$ cat src/rtl/mem_stage_ctrl.sv
// Memory-stage controller: accepts one load/store/ALU op, runs a single-beat memory access, and returns the result.
// Optional request timeout is built in when MEM_TIMEOUT_EN is defined.
//
// state | meaning
// ------+--------------------------------------------------------
// IDLE  | ready for a new op (in_ready = 1)
// REQ   | mem_req asserted, waiting for mem_ack
// RESP  | out_valid asserted, waiting for out_ready
// EXC   | one-cycle exception pulse, op dropped
module mem_stage_ctrl #(
    parameter int DATA_W      = 32,
    parameter int ADDR_W      = 8,
    parameter int WB_W        = 11,
    parameter int TIMEOUT_CYC = 255
) (
    input  logic                clk,
    input  logic                resetn,

    input  logic                in_valid,
    output logic                in_ready,
    input  logic                in_read,
    input  logic                in_write,
    input  logic [1:0]          in_len,
    input  logic                in_unsigned,
    input  logic [WB_W-1:0]     in_wb,
    input  logic [31:0]         in_addr,
    input  logic [DATA_W-1:0]   in_data,
    input  logic [31:0]         in_pc,

    output logic                mem_req,
    output logic [DATA_W/8-1:0] mem_we,
    output logic [ADDR_W-1:0]   mem_addr,
    output logic [DATA_W-1:0]   mem_wdata,
    input  logic                mem_ack,
    input  logic [DATA_W-1:0]   mem_rdata,

    output logic                out_valid,
    input  logic                out_ready,
    output logic [WB_W-1:0]     out_wb,
    output logic [DATA_W-1:0]   out_result,

    output logic                exc_valid,
    output logic                exc_adel,
    output logic                exc_ades,
    output logic                exc_timeout,
    output logic [31:0]         exc_epc,
    output logic [31:0]         exc_badaddr
);

    localparam int BE_W   = DATA_W / 8;
    localparam int LANE_W = $clog2(BE_W);

    typedef enum logic [1:0] {IDLE, REQ, RESP, EXC} state_t;

    state_t              state_q, state_d;
    logic [WB_W-1:0]     wb_q, wb_d;
    logic [DATA_W-1:0]   result_q, result_d;
    logic [31:0]         epc_q, epc_d;
    logic [31:0]         badaddr_q, badaddr_d;
    logic [LANE_W-1:0]   lane_q, lane_d;
    logic [1:0]          len_q, len_d;
    logic                uns_q, uns_d;
    logic                write_q, write_d;
    logic [ADDR_W-1:0]   maddr_q, maddr_d;
    logic [BE_W-1:0]     we_q, we_d;
    logic [DATA_W-1:0]   wdata_q, wdata_d;
    logic                adel_q, adel_d;
    logic                ades_q, ades_d;

    logic [LANE_W-1:0]   in_lane;
    logic                in_is_mem;
    logic                in_misal;
    logic [2:0]          align_mask;
    logic [7:0]          be8;
    logic [BE_W-1:0]     in_be;
    logic [DATA_W-1:0]   in_wdata;
    logic [DATA_W-1:0]   rshift;
    logic [DATA_W-1:0]   load_val;

    assign in_lane   = in_addr[LANE_W-1:0];
    assign in_is_mem = in_read | in_write;

    always_comb begin
        align_mask = 3'b000;
        be8        = 8'h01;
        case (in_len)
            2'b00: begin align_mask = 3'b000; be8 = 8'h01; end
            2'b01: begin align_mask = 3'b001; be8 = 8'h03; end
            2'b10: begin align_mask = 3'b011; be8 = 8'h0F; end
            default: begin align_mask = 3'b111; be8 = 8'hFF; end
        endcase
    end

    // A dword on a 32-bit path can never be aligned.
    assign in_misal = (|(3'(in_lane) & align_mask)) | ((in_len == 2'b11) && (DATA_W == 32));
    assign in_be    = BE_W'(be8) << in_lane;
    assign in_wdata = in_data << {in_lane, 3'b000};

    assign rshift = mem_rdata >> {lane_q, 3'b000};

    always_comb begin
        load_val = rshift;
        case (len_q)
            2'b00:   load_val = uns_q ? DATA_W'(rshift[7:0])  : DATA_W'($signed(rshift[7:0]));
            2'b01:   load_val = uns_q ? DATA_W'(rshift[15:0]) : DATA_W'($signed(rshift[15:0]));
            2'b10:   load_val = uns_q ? DATA_W'(rshift[31:0]) : DATA_W'($signed(rshift[31:0]));
            default: load_val = rshift;
        endcase
    end

`ifdef MEM_TIMEOUT_EN
    logic [15:0] tmo_cnt_q, tmo_cnt_d;
    logic        tmo_q, tmo_d;
    logic        tmo_hit;
    assign tmo_hit = (tmo_cnt_q == 16'(TIMEOUT_CYC - 1));
`endif

    always_comb begin
        state_d   = state_q;
        wb_d      = wb_q;
        result_d  = result_q;
        epc_d     = epc_q;
        badaddr_d = badaddr_q;
        lane_d    = lane_q;
        len_d     = len_q;
        uns_d     = uns_q;
        write_d   = write_q;
        maddr_d   = maddr_q;
        we_d      = we_q;
        wdata_d   = wdata_q;
        adel_d    = adel_q;
        ades_d    = ades_q;
`ifdef MEM_TIMEOUT_EN
        tmo_cnt_d = tmo_cnt_q;
        tmo_d     = tmo_q;
`endif
        case (state_q)
            IDLE: begin
                if (in_valid) begin
                    wb_d      = in_wb;
                    epc_d     = in_pc;
                    badaddr_d = in_addr;
                    lane_d    = in_lane;
                    len_d     = in_len;
                    uns_d     = in_unsigned;
                    write_d   = in_write;
                    result_d  = in_data;
                    adel_d    = 1'b0;
                    ades_d    = 1'b0;
`ifdef MEM_TIMEOUT_EN
                    tmo_d     = 1'b0;
                    tmo_cnt_d = 16'd0;
`endif
                    if (in_is_mem && in_misal) begin
                        adel_d  = in_read & ~in_write;
                        ades_d  = in_write;
                        state_d = EXC;
                    end else if (in_is_mem) begin
                        maddr_d = in_addr[ADDR_W+LANE_W-1:LANE_W];
                        we_d    = in_write ? in_be : '0;
                        wdata_d = in_wdata;
                        state_d = REQ;
                    end else begin
                        state_d = RESP;
                    end
                end
            end
            REQ: begin
                if (mem_ack) begin
                    if (!write_q) result_d = load_val;
                    state_d = RESP;
                end
`ifdef MEM_TIMEOUT_EN
                else if (tmo_hit) begin
                    tmo_d   = 1'b1;
                    state_d = EXC;
                end else begin
                    tmo_cnt_d = tmo_cnt_q + 16'd1;
                end
`endif
            end
            RESP: begin
                if (out_ready) state_d = IDLE;
            end
            EXC: begin
                state_d = IDLE;
            end
            default: state_d = IDLE;
        endcase
    end

    always_ff @(posedge clk or negedge resetn) begin
        if (!resetn) begin
            state_q   <= IDLE;
            wb_q      <= '0;
            result_q  <= '0;
            epc_q     <= '0;
            badaddr_q <= '0;
            lane_q    <= '0;
            len_q     <= '0;
            uns_q     <= 1'b0;
            write_q   <= 1'b0;
            maddr_q   <= '0;
            we_q      <= '0;
            wdata_q   <= '0;
            adel_q    <= 1'b0;
            ades_q    <= 1'b0;
        end else begin
            state_q   <= state_d;
            wb_q      <= wb_d;
            result_q  <= result_d;
            epc_q     <= epc_d;
            badaddr_q <= badaddr_d;
            lane_q    <= lane_d;
            len_q     <= len_d;
            uns_q     <= uns_d;
            write_q   <= write_d;
            maddr_q   <= maddr_d;
            we_q      <= we_d;
            wdata_q   <= wdata_d;
            adel_q    <= adel_d;
            ades_q    <= ades_d;
        end
    end

`ifdef MEM_TIMEOUT_EN
    always_ff @(posedge clk or negedge resetn) begin
        if (!resetn) begin
            tmo_cnt_q <= 16'd0;
            tmo_q     <= 1'b0;
        end else begin
            tmo_cnt_q <= tmo_cnt_d;
            tmo_q     <= tmo_d;
        end
    end
    assign exc_timeout = (state_q == EXC) & tmo_q;
`else
    assign exc_timeout = 1'b0;
`endif

    assign in_ready    = (state_q == IDLE);
    assign mem_req     = (state_q == REQ);
    assign mem_we      = mem_req ? we_q : '0;
    assign mem_addr    = maddr_q;
    assign mem_wdata   = wdata_q;
    assign out_valid   = (state_q == RESP);
    assign out_wb      = wb_q;
    assign out_result  = result_q;
    assign exc_valid   = (state_q == EXC);
    assign exc_adel    = (state_q == EXC) & adel_q;
    assign exc_ades    = (state_q == EXC) & ades_q;
    assign exc_epc     = epc_q;
    assign exc_badaddr = badaddr_q;

endmodule

$ cat config.mk
export PLATFORM = sky130hd
export DESIGN_NAME = mem_stage_ctrl
export DESIGN_NICKNAME = d
export VERILOG_FILES = /design/src/rtl/mem_stage_ctrl.sv
export SDC_FILE = /design/constraint.sdc
export NUM_CORES = 1
export LEC_CHECK = 0
export CELL_PAD_IN_SITES_DETAIL_PLACEMENT = 1
export CELL_PAD_IN_SITES_GLOBAL_PLACEMENT = 1
export CORE_MARGIN = 4
export CORE_UTILIZATION = 29
export CTS_CLUSTER_DIAMETER = 60
export DETAILED_ROUTE_END_ITERATION = 8
export PLACE_DENSITY_LB_ADDON = 0.1
export SYNTH_ARGS = -nofsm -noshare
export SYNTH_HDL_FRONTEND = slang
export SYNTH_SLANG_ARGS = --single-unit
$ cat constraint.sdc
create_clock -name clk -period 1.7 [get_ports clk]
set_clock_uncertainty 0.1 [all_clocks]
set_input_delay 0.34 -clock clk [delete_from_list [all_inputs] [get_ports clk]]
set_output_delay 0.34 -clock clk [all_outputs]
set_load 0.005 [all_outputs]
==> results of run 1 <==
==> area by class of cell <==
cell class              instances  area (µm²)
fillers                      2895       12400
repair buffers                440        4380
flip-flops and latches        159        3980
multi-input cells             583        3600
clock buffers                  18         439
well taps                     330         413
clock inverters                13         125
inverters                      10        42.5
diodes                          1        2.50
==> cells by family after synthesis <==
logic type / after synthesis / share of synthesized area (%)
AOI/OAI and AO/OA: 91 / 9.27
buffers and inverters: 67 / 3.93
other: 1 / 0.0495
and+or+nand+nor: 405 / 22.1
DFF: 159 / 52.6
muxes: 86 / 12.1
==> sequential cells by signal (all words and copies together) (netlist names), 4 cells and up <==
register / cells
exc_badaddr: 32
exc_epc: 32
mem_wdata: 32
out_result: 32
out_wb: 11
mem_addr: 8
we_q: 4
==> placed cells by master (no fill, tap or decap), drive strengths merged, types with 14 or more instances in the layout <==
cell type	count
dlygate4sd2	146
nand2	304
o21ai	23
mux2	44
a31oi	17
clkbuf	21
clkdlybuf4s50	147
nor2b	14
dfrtp	159
mux2i	42
nor2	54
a221oi	16
inv	16
buf	142
==> worst max-delay path, delay by kind of cell (launching register included) <==
family | cells | cell delay (ns)
AO/OA/AOI/OAI | 2 | 0.51
flip-flops | 1 | 0.48
AND/OR/NAND/NOR | 1 | 0.24
buffers and inverters | 2 | 0.45
==> worst max-delay path by stage <==
stage	endpoint	slack [ns]	cells past startpoint
after detailed placement	out_result[26]$_DFFE_PN0P_	-0.52	6
after CTS	mem_we[2]	-0.18	5
after global placement	out_result[24]$_DFFE_PN0P_	-0.44	6
final	out_result[13]$_DFFE_PN0P_	-0.17	5
after floorplan	out_result[10]$_DFFE_PN0P_	-0.009	5
after global routing	mem_we[2]	-0.21	5
==> per-layer routing <==
layer	up-vias	wire, µm
met5	-	23
met4	4	731
met3	42	2590
met2	229	15500
met1	3688	13000
li1	3500	-
==> where the power goes <==
group	total (mW)	switching [mW]	internal, mW	leakage [nW]
Clock	3.77	1.70	2.08	0.274
Sequential	6.73	1.12	5.61	1.93
Combinational	10.5	4.93	5.61	4.11
Total	21.0	7.75	13.3	6.32
==> repair_timing <==
| action | in CTS | in global routing |
|---|---|---|
| gates cloned | 8 | 3 |
| gates resized for setup | 259 | 52 |
| setup buffers | 21 | 8 |
| pin swaps | 7 | 8 |
| hold endpoints to repair | 48 | 0 |
| hold buffers | 1 | 0 |
| setup endpoints to repair | 228 | 134 |
==> per-stage QoR <==
step / cells / setup TNS, ns
after floorplan: 809 / -0.106
after CTS: 1547 / -7.92
after global placement: 1486 / -47.06
after global routing: 1553 / -11.81
final: 1554 / -7.10
after detailed placement: 1486 / -49.56
==> summary.md, run 1 <==
| Metric | Value |
|---|---|
| Crit path required time | `1.93 ns` |
| Pre-CTS setup slack | `-0.517 ns` |
| Worst vdd ir | `555 µV` |
| Cts bufs inserted | `17` |
| Clock Tree Buf Depth | `2` |
| Top-count cell post-synth | `nand2_1` |
| DRC | `0` |
| Tmin final | `1.87 ns` |
| Die width | `170 µm` |
| Final setup vio count | `75` |
| Fraction of registers with async set/reset | `100%` |
| Setup ws final | `-0.169 ns` |
| Die area | `28800 µm²` |
| IO Port Bufs | `305` |
| Grt total ovfl | `0` |
| CP max-delay cell | `dfrtp_2` |
| Worst r2r src | `state_q[0]$_DFFE_PN0P_` |
| Routed via count | `7463` |
| Synth top area cells | `dfrtp_1 (53%), nand2_1 (15%), mux2_2 (5.7%), mux2i_1 (5.6%), nor2_1 (2.7%)` |
| Synth Net Count | `958` |
| Area Growth Syn to Fin | `71.6%` |
| Most used routing layer in global routing | `met2` |
| Final hold vios | `0` |
| Period utilization | `110%` |
| Via density | `4.80` |
| Initial antenna violation count | `2` |
| Met1 Track Usage GR | `26.9%` |
| Post-synth top cells | `nand2_1 (304), dfrtp_1 (159), nor2_1 (54)` |
| Cell Chain, Critical Path | `buf_6 > and3b_2 > o21ba_4 > bufbuf_16 > a221oi_4` |
| Static leakage power | `6.32 nW` |
| Core Region | `25400 µm²` |
| CP max stage delay | `0.48 ns` |
| Netlist cell types | `43` |
| Worst-Skew Late Latency | `0.43 ns` |
| Synth top area share | `52.6%` |
| Main flop type after synthesis | `dfrtp_1` |
| Largest area contributor in the netlist | `dfrtp_1` |
| Critical path launch point | `state_q[0]$_DFFE_PN0P_` |
| Avg Cell Area, Syn | `9.36 µm²` |
| Reg2Reg Setup Slack | `-0.17 ns` |
| Vias in the first global route | `8259` |
| Sequential area share after synthesis | `52.6%` |
| Initial Utilization | `29.8%` |
| Fmax | `0.535 GHz` |
| GRT Total Usage | `21.6%` |
| Core Util, Final | `51.1%` |
| Synthesized area | `7570 µm²` |
| Routed wire length | `31900 µm` |
| Met3 usage in global routing | `7.85%` |
| TritonCTS clock tree | `built` |
| Die height | `170 µm` |
| Routability cong. | `0.788` |
| Crit path capture type | `register` |
| Total of max-cap violations | `0` |
| Rows | `58` |
| Nets | `1360` |
| Largest net degree at the start of global routing | `52` |
| CP Max Fanout | `8` |
| Clock sink count | `159` |
| Final ANT Viol Nets | `0` |
| Crit path kind | `register to register` |
| 1st-pass router iterations | `4` |
| Routed len/inst | `20.5 µm` |
| Layout cell share with drive strength beyond 1 | `23.8%` |
| H-tree depth | `4` |
| Post-DP HPWL | `22800 µm` |
| Status | `finished, violations left` |
| Startpoint Class | `register` |
| CP arrival | `2.10 ns` |
| Register bit total from synthesis | `159` |
| Final Instance Area | `13000 µm²` |
| Synth Instances | `809` |
| Post-synth EDFFs | `0` |
| Final Max Slew Viols | `0` |
| Failing checks | `setup timing` |
| Synth Warn # | `0` |
| RSZ-0062 raised after global routing | `yes` |
| Hold Crit Class | `input port to asynchronous set/reset pin` |
| Root Buffer Master | `clkbuf_16` |
| Worst reg2reg path depth | `5` |
| Final Hold Slack | `0.249 ns` |
| Total chip power | `21.0 mW` |
| Area post-placement | `11700 µm²` |
| # IOs | `307` |
| Clock transition at the registers of the reported paths | `0.07 ns` |
| Reg2reg end | `out_result[13]$_DFFE_PN0P_` |
| First-pass GRT wire length | `48100 µm` |
| 1st-iter DRT viols | `254` |
| Met2 Usage GRT | `35.6%` |
| Pwr per Cell Area | `1620 nW/µm²` |
Power figures use the tool's default switching activity.
==> run 2, diff against run 1 <==
--- a/config.mk
+++ b/config.mk
@@ -11,7 +11,7 @@
 export CORE_UTILIZATION = 29
 export CTS_CLUSTER_DIAMETER = 60
 export DETAILED_ROUTE_END_ITERATION = 8
-export PLACE_DENSITY_LB_ADDON = 0.1
+export PLACE_DENSITY_LB_ADDON = 0.2
 export SYNTH_ARGS = -nofsm -noshare
 export SYNTH_HDL_FRONTEND = slang
 export SYNTH_SLANG_ARGS = --single-unit
==> run 2 against run 1 <==
The flow still finishes with violations (setup timing). Worst hold slack improved by 0.033 ns. Largest cell class unchanged. Global-route usage fell by 0.13 points. Register-to-register slack got worse by 0.02 ns. Critical endpoint is now mem_wdata[16]$_DFFE_PN0P_. Core utilization fell by 0.25 points. Highest routed layer unchanged.
==> summary.md, run 2 (same netlist as run 1, synthesis figures left out) <==
| Metric | Value |
|---|---|
| Status | `finished, violations left` |
| Failing checks | `setup timing` |
| CP arrival | `2.10 ns` |
| H-tree depth | `4` |
| Routed len/inst | `20.5 µm` |
| Dpl cells | `1481` |
| GRT Total Usage | `21.5%` |
| Crit path required time | `1.91 ns` |
| TritonCTS clock tree | `built` |
| Non-Filler Instances | `1561` |
| Root Buffer Master | `clkbuf_16` |
| Startpoint Class | `register` |
| Final hold vios | `0` |
| Logic pwr share | `49.8%` |
| Total chip power | `21.0 mW` |
| Die width | `170 µm` |
| Core Region | `25400 µm²` |
| Cts bufs inserted | `17` |
| Pre-CTS setup slack | `-0.501 ns` |
| Pwr per Cell Area | `1620 nW/µm²` |
| Setup ws final | `-0.187 ns` |
| Fmax | `0.530 GHz` |
| Rows | `58` |
| 1st-iter DRT viols | `354` |
| CP Max Fanout | `8` |
| Via density | `4.81` |
| Area Growth Syn to Fin | `70.8%` |
| Routed via count | `7506` |
| Commonest non-fill, non-tap cells in the layout | `nand2_1 (302), dfrtp_1 (157), clkdlybuf4s50_1 (146), dlygate4sd2_1 (146), buf_4 (99)` |
| Final ANT Viol Nets | `0` |
| Total of max-cap violations | `0` |
| Final Hold Slack | `0.282 ns` |
| Tmin final | `1.89 ns` |
| Initial Utilization | `29.8%` |
| Worst-Skew Late Latency | `0.42 ns` |
| IO Port Bufs | `305` |
| Routed wire length | `31900 µm` |
| Clock Tree Buf Depth | `2` |
| First-pass GRT wire length | `47600 µm` |
| Crit path kind | `register to register` |
| Die height | `170 µm` |
| Final setup vio count | `66` |
| Vias in the first global route | `8034` |
| Pint | `13.2 mW` |
| Switch Pwr | `7.74 mW` |
| Most common cell after layout, fill and taps aside | `nand2_1` |
| Largest net degree at the start of global routing | `40` |
| Hold Crit Class | `input port to asynchronous set/reset pin` |
| Layout cell share with drive strength beyond 1 | `23.9%` |
| Worst vdd ir | `616 µV` |
| Clock sink count | `159` |
| Post-DP HPWL | `23500 µm` |
| Period utilization | `111%` |
| Clock transition at the registers of the reported paths | `0.07 ns` |
| RSZ-0062 raised after global routing | `yes` |
| Sequential Power Share | `32.0%` |
| # IOs | `307` |
| Clk pwr share | `18.2%` |
| Core Util, Final | `50.9%` |
| Initial antenna violation count | `2` |
| Die area | `28800 µm²` |
| Crit path capture type | `register` |
| Grt total ovfl | `0` |
| Final Max Slew Viols | `0` |
| Sw Share | `36.9%` |
| Nets | `1366` |
| 1st-pass router iterations | `4` |
| DRC | `0` |
| Static leakage power | `6.29 nW` |
| Routability cong. | `0.879` |
[run 2: cell types whose count changed in the layout (fill, tap and decap cells not counted), sizes merged]
| cell | before | now |
|---|---|---|
| buf | 142 | 146 |
| bufbuf | 1 | 0 |
| clkbuf | 21 | 22 |
| clkdlybuf4s15 | 0 | 1 |
| clkdlybuf4s50 | 147 | 146 |
| clkinv | 4 | 5 |
| inv | 16 | 17 |
| o21ba | 1 | 2 |
[run 2: power groups by stage]
stage / combinational, mW / clock [mW] / sequential [mW]
6_report: 10.4 / 3.82 / 6.71
5_1_grt: 11.4 / 4.10 / 6.98
4_1_cts: 9.80 / 3.93 / 6.70
3_5_place_dp: 9.96 / 0 / 6.80
3_3_place_gp: 9.77 / 0 / 6.74
2_1_floorplan: 3.86 / 0 / 6.72
[run 2: final timing paths]
| path | startpoint | end | slack, ns | cells past startpoint |
|---|---|---|---|---|
| min reg2reg | exc_epc[14]$_DFFE_PN0P_ | exc_epc[14]$_DFFE_PN0P_ | 0.37 | 2 |
| max in group asynchronous | resetn | exc_epc[7]$_DFFE_PN0P_ | 0.60 | 3 |
| max | state_q[0]$_DFFE_PN0P_ | mem_wdata[16]$_DFFE_PN0P_ | -0.19 | 7 |
| min | resetn | out_result[27]$_DFFE_PN0P_ | 0.28 | 2 |
| max reg2reg | state_q[0]$_DFFE_PN0P_ | mem_wdata[16]$_DFFE_PN0P_ | -0.19 | 7 |
| min in group clk | in_addr[18] | exc_badaddr[18]$_DFFE_PN0P_ | 0.33 | 3 |
[run 2: through the flow]
stage          setup TNS, ns  area, µm²
2_1_floorplan         -0.106       7590
3_3_place_gp          -46.85      11600
3_5_place_dp          -50.15      11600
4_1_cts                -6.87      12500
5_1_grt               -11.51      12900
6_report               -6.66      12900
[run 2: layer usage]
layer	GRT usage, %	up-vias	routed length, µm
met5	0	-	21
met4	4.73	4	439
met3	7.41	34	2560
met2	36.5	241	15700
met1	26.5	3714	13200
li1	-	3513	-
[run 2: critical path: stages, from the launching register on]
cell and delay, ns:
dfrtp_2 0.44, buf_6 0.15, nor3b_4 0.22, o21ai_2 0.08, nand2b_4 0.19, buf_12 0.16
clkbuf_16 0.16, mux2_2 0.27
[run 2: layout make-up]
class | count | area (µm²)
Fill cell | 2893 | 12500
Clock inverter | 15 | 149
Timing Repair Buffer | 445 | 4330
Multi-Input combinational cell | 584 | 3580
Antenna cell | 1 | 2.50
Inverter | 10 | 42.5
Sequential cell | 159 | 3980
Tap cell | 330 | 413
Clock buffer | 17 | 425
[run 2: repair_timing]
item,4_1_cts,5_1_grt
pin swaps,12,8
resized for setup,246,51
cloned,4,7
endpoints found under the setup margin,233,132
hold buffers,1,0
endpoints found under the hold margin,28,0
setup buffers,24,15
==> run 3, diff against run 2 <==
--- a/config.mk
+++ b/config.mk
@@ -5,12 +5,14 @@
 export SDC_FILE = /design/constraint.sdc
 export NUM_CORES = 1
 export LEC_CHECK = 0
+export CAP_MARGIN = 20
 export CELL_PAD_IN_SITES_DETAIL_PLACEMENT = 1
 export CELL_PAD_IN_SITES_GLOBAL_PLACEMENT = 1
 export CORE_MARGIN = 4
 export CORE_UTILIZATION = 29
 export CTS_CLUSTER_DIAMETER = 60
 export DETAILED_ROUTE_END_ITERATION = 8
+export MAX_ROUTING_LAYER = met4
 export PLACE_DENSITY_LB_ADDON = 0.2
 export SYNTH_ARGS = -nofsm -noshare
 export SYNTH_HDL_FRONTEND = slang
==> run 3 against run 2 <==
The flow still finishes with violations (setup timing). Final cell count increased by 0.19%. Global-route usage increased by 0.65 points. Die area unchanged. Fmax increased by 0.11%. Sequential cell count unchanged. Critical path depth unchanged. Core utilization about the same. Worst hold slack improved by 0.0048 ns. Combinational power about the same. Design area about the same. Sequential power about the same. Worst setup slack improved by 0.0020 ns. Largest power group unchanged.
==> summary.md, run 3 (same netlist as run 1, synthesis figures left out) <==
| Metric | Value |
|---|---|
| Final Instance Area | `12900 µm²` |
| Routed wire length | `31900 µm` |
| # IOs | `307` |
| Reg2Reg Setup Slack | `-0.19 ns` |
| Buf+Inv Stages, Crit Path | `3` |
| Root Buffer Master | `clkbuf_16` |
| Area post-placement | `11600 µm²` |
| Crit path required time | `1.91 ns` |
| Met3 routed WL | `2570 µm` |
| Post-DP HPWL | `23500 µm` |
| Clk pwr share | `18.2%` |
| Die width | `170 µm` |
| TritonCTS clock tree | `built` |
| Cell Chain, Critical Path | `buf_6 > nor3b_4 > o21ai_2 > nand2b_4 > buf_12 > clkbuf_16 > mux2_2` |
| Final setup vio count | `67` |
| Worst reg2reg path depth | `7` |
| CP Max Fanout | `8` |
| Final hold vios | `0` |
| Most common cell after layout, fill and taps aside | `nand2_1` |
| Via density | `4.83` |
| Sw Share | `36.9%` |
| Tmin final | `1.89 ns` |
| Initial antenna violation count | `2` |
| Logic pwr share | `49.8%` |
| Die area | `28800 µm²` |
| Nets | `1366` |
| Top sig layer | `met4` |
| Setup ws final | `-0.185 ns` |
| Hold Crit Class | `input port to asynchronous set/reset pin` |
| Worst r2r src | `state_q[0]$_DFFE_PN0P_` |
| Cts bufs inserted | `17` |
| CP max stage delay | `0.44 ns` |
| Switch Pwr | `7.74 mW` |
| Total of max-cap violations | `0` |
| Layout cell share with drive strength beyond 1 | `23.9%` |
| Static leakage power | `6.29 nW` |
| Core Util, Final | `50.9%` |
| Die height | `170 µm` |
| Clock sink count | `159` |
| GRT Total Usage | `22.1%` |
| Crit path kind | `register to register` |
| 1st-iter DRT viols | `360` |
| Largest net degree at the start of global routing | `40` |
| Setup TNS Final | `-6.76 ns` |
| CP max-delay cell | `dfrtp_2` |
| Reg2reg end | `mem_wdata[16]$_DFFE_PN0P_` |
| H-tree depth | `4` |
| Pwr per Cell Area | `1620 nW/µm²` |
| Worst vdd ir | `615 µV` |
| CP arrival | `2.10 ns` |
| Pint | `13.2 mW` |
| Core Region | `25400 µm²` |
| Routed len/inst | `20.4 µm` |
| Period utilization | `111%` |
| Grt total ovfl | `0` |
| Status | `finished, violations left` |
| M1 wire length | `13200 µm` |
| Worst-Skew Late Latency | `0.42 ns` |
| 1st-pass router iterations | `4` |
| RSZ-0062 raised after global routing | `yes` |
| Pre-CTS setup slack | `-0.501 ns` |
| CP delay by family, top | `buffers and inverters` |
| Area Growth Syn to Fin | `70.9%` |
| Final Hold Slack | `0.287 ns` |
| Fmax | `0.530 GHz` |
| Routed wl met2 | `15800 µm` |
| Vias in the first global route | `8060` |
| First-pass GRT wire length | `47500 µm` |
| Initial Utilization | `29.8%` |
| Rows | `58` |
| Commonest non-fill, non-tap cells in the layout | `nand2_1 (302), dfrtp_1 (157), dlygate4sd2_1 (147)` |
| Routed via count | `7552` |
| Clock transition at the registers of the reported paths | `0.07 ns` |
| Crit path capture type | `register` |
| Worst path depth | `7` |
| Failing checks | `setup timing` |
| Routability cong. | `0.893` |
| Final Max Slew Viols | `0` |
| Clock Tree Buf Depth | `2` |
| Startpoint Class | `register` |
| Final ANT Viol Nets | `0` |
| DRC | `0` |
| Sequential Power Share | `32.0%` |
| IO Port Bufs | `305` |
| Final-layout fill cell count | `2892` |
## run 3: changes by cell type in the layout (fill, tap and decap cells not counted)
cell / change
clkdlybuf4s15_1: -1
diode_2: +3
dlygate4sd2_1: +1
o21ai_0: -1
o21ai_1: +1
## run 3: worst register-to-register path, stage by stage, from the launching register on
cell and delay, ns:
dfrtp_2 0.44, buf_6 0.15, nor3b_4 0.22, o21ai_2 0.08
nand2b_4 0.19, buf_12 0.16, clkbuf_16 0.16, mux2_2 0.27
## run 3: layer usage
| metal | up-vias | global-route usage, % |
|---|---|---|
| met5 | - | - |
| met4 | 0 | 4.83 |
| met3 | 29 | 6.83 |
| met2 | 251 | 36.5 |
| met1 | 3753 | 26.8 |
| li1 | 3519 | - |
## run 3: final cells by class
type	count	area (µm²)	area share (%)
timing repair buffer	445	4330	33.5
sequential	159	3980	30.8
multi-input combinational	584	3580	27.7
clock buffer	17	425	3.29
tap	330	413	3.19
clock inverter	15	149	1.15
inverter	10	42.5	0.329
antenna	4	10.0	0.0774
## run 3: power by group through the flow
stage	Sequential [mW]	Combinational, mW	Clock (mW)
floorplan	6.72	3.86	0
global placement	6.74	9.77	0
detailed placement	6.80	9.96	0
CTS	6.70	9.80	3.93
global route	6.98	11.4	4.10
finish	6.71	10.4	3.81
## run 3: timing repair
action | 4_1_cts | 5_1_grt
endpoints found under the setup margin | 233 | 131
resized for setup | 246 | 51
setup buffers | 24 | 15
hold endpoints to repair | 28 | 0
hold buffers | 1 | 0
cloned | 4 | 7
pin swaps | 12 | 8
## run 3: worst max path at each step
stage	from	to	slack, ns
floorplan	exc_badaddr[1]$_DFFE_PN0P_	out_result[10]$_DFFE_PN0P_	-0.009
global placement	in_valid	mem_addr[3]$_DFFE_PN0P_	-0.45
detailed placement	mem_rdata[31]	out_result[29]$_DFFE_PN0P_	-0.50
CTS	state_q[1]$_DFFE_PN0P_	mem_we[1]	-0.17
global route	state_q[0]$_DFFE_PN0P_	mem_wdata[15]$_DFFE_PN0P_	-0.23
finish	state_q[0]$_DFFE_PN0P_	mem_wdata[16]$_DFFE_PN0P_	-0.19
## run 3: per-stage QoR
stage / power (mW) / std cells
2_1_floorplan: 10.6 / 809
3_3_place_gp: 16.5 / 1481
3_5_place_dp: 16.8 / 1481
4_1_cts: 20.4 / 1542
5_1_grt: 22.5 / 1562
6_report: 21.0 / 1564
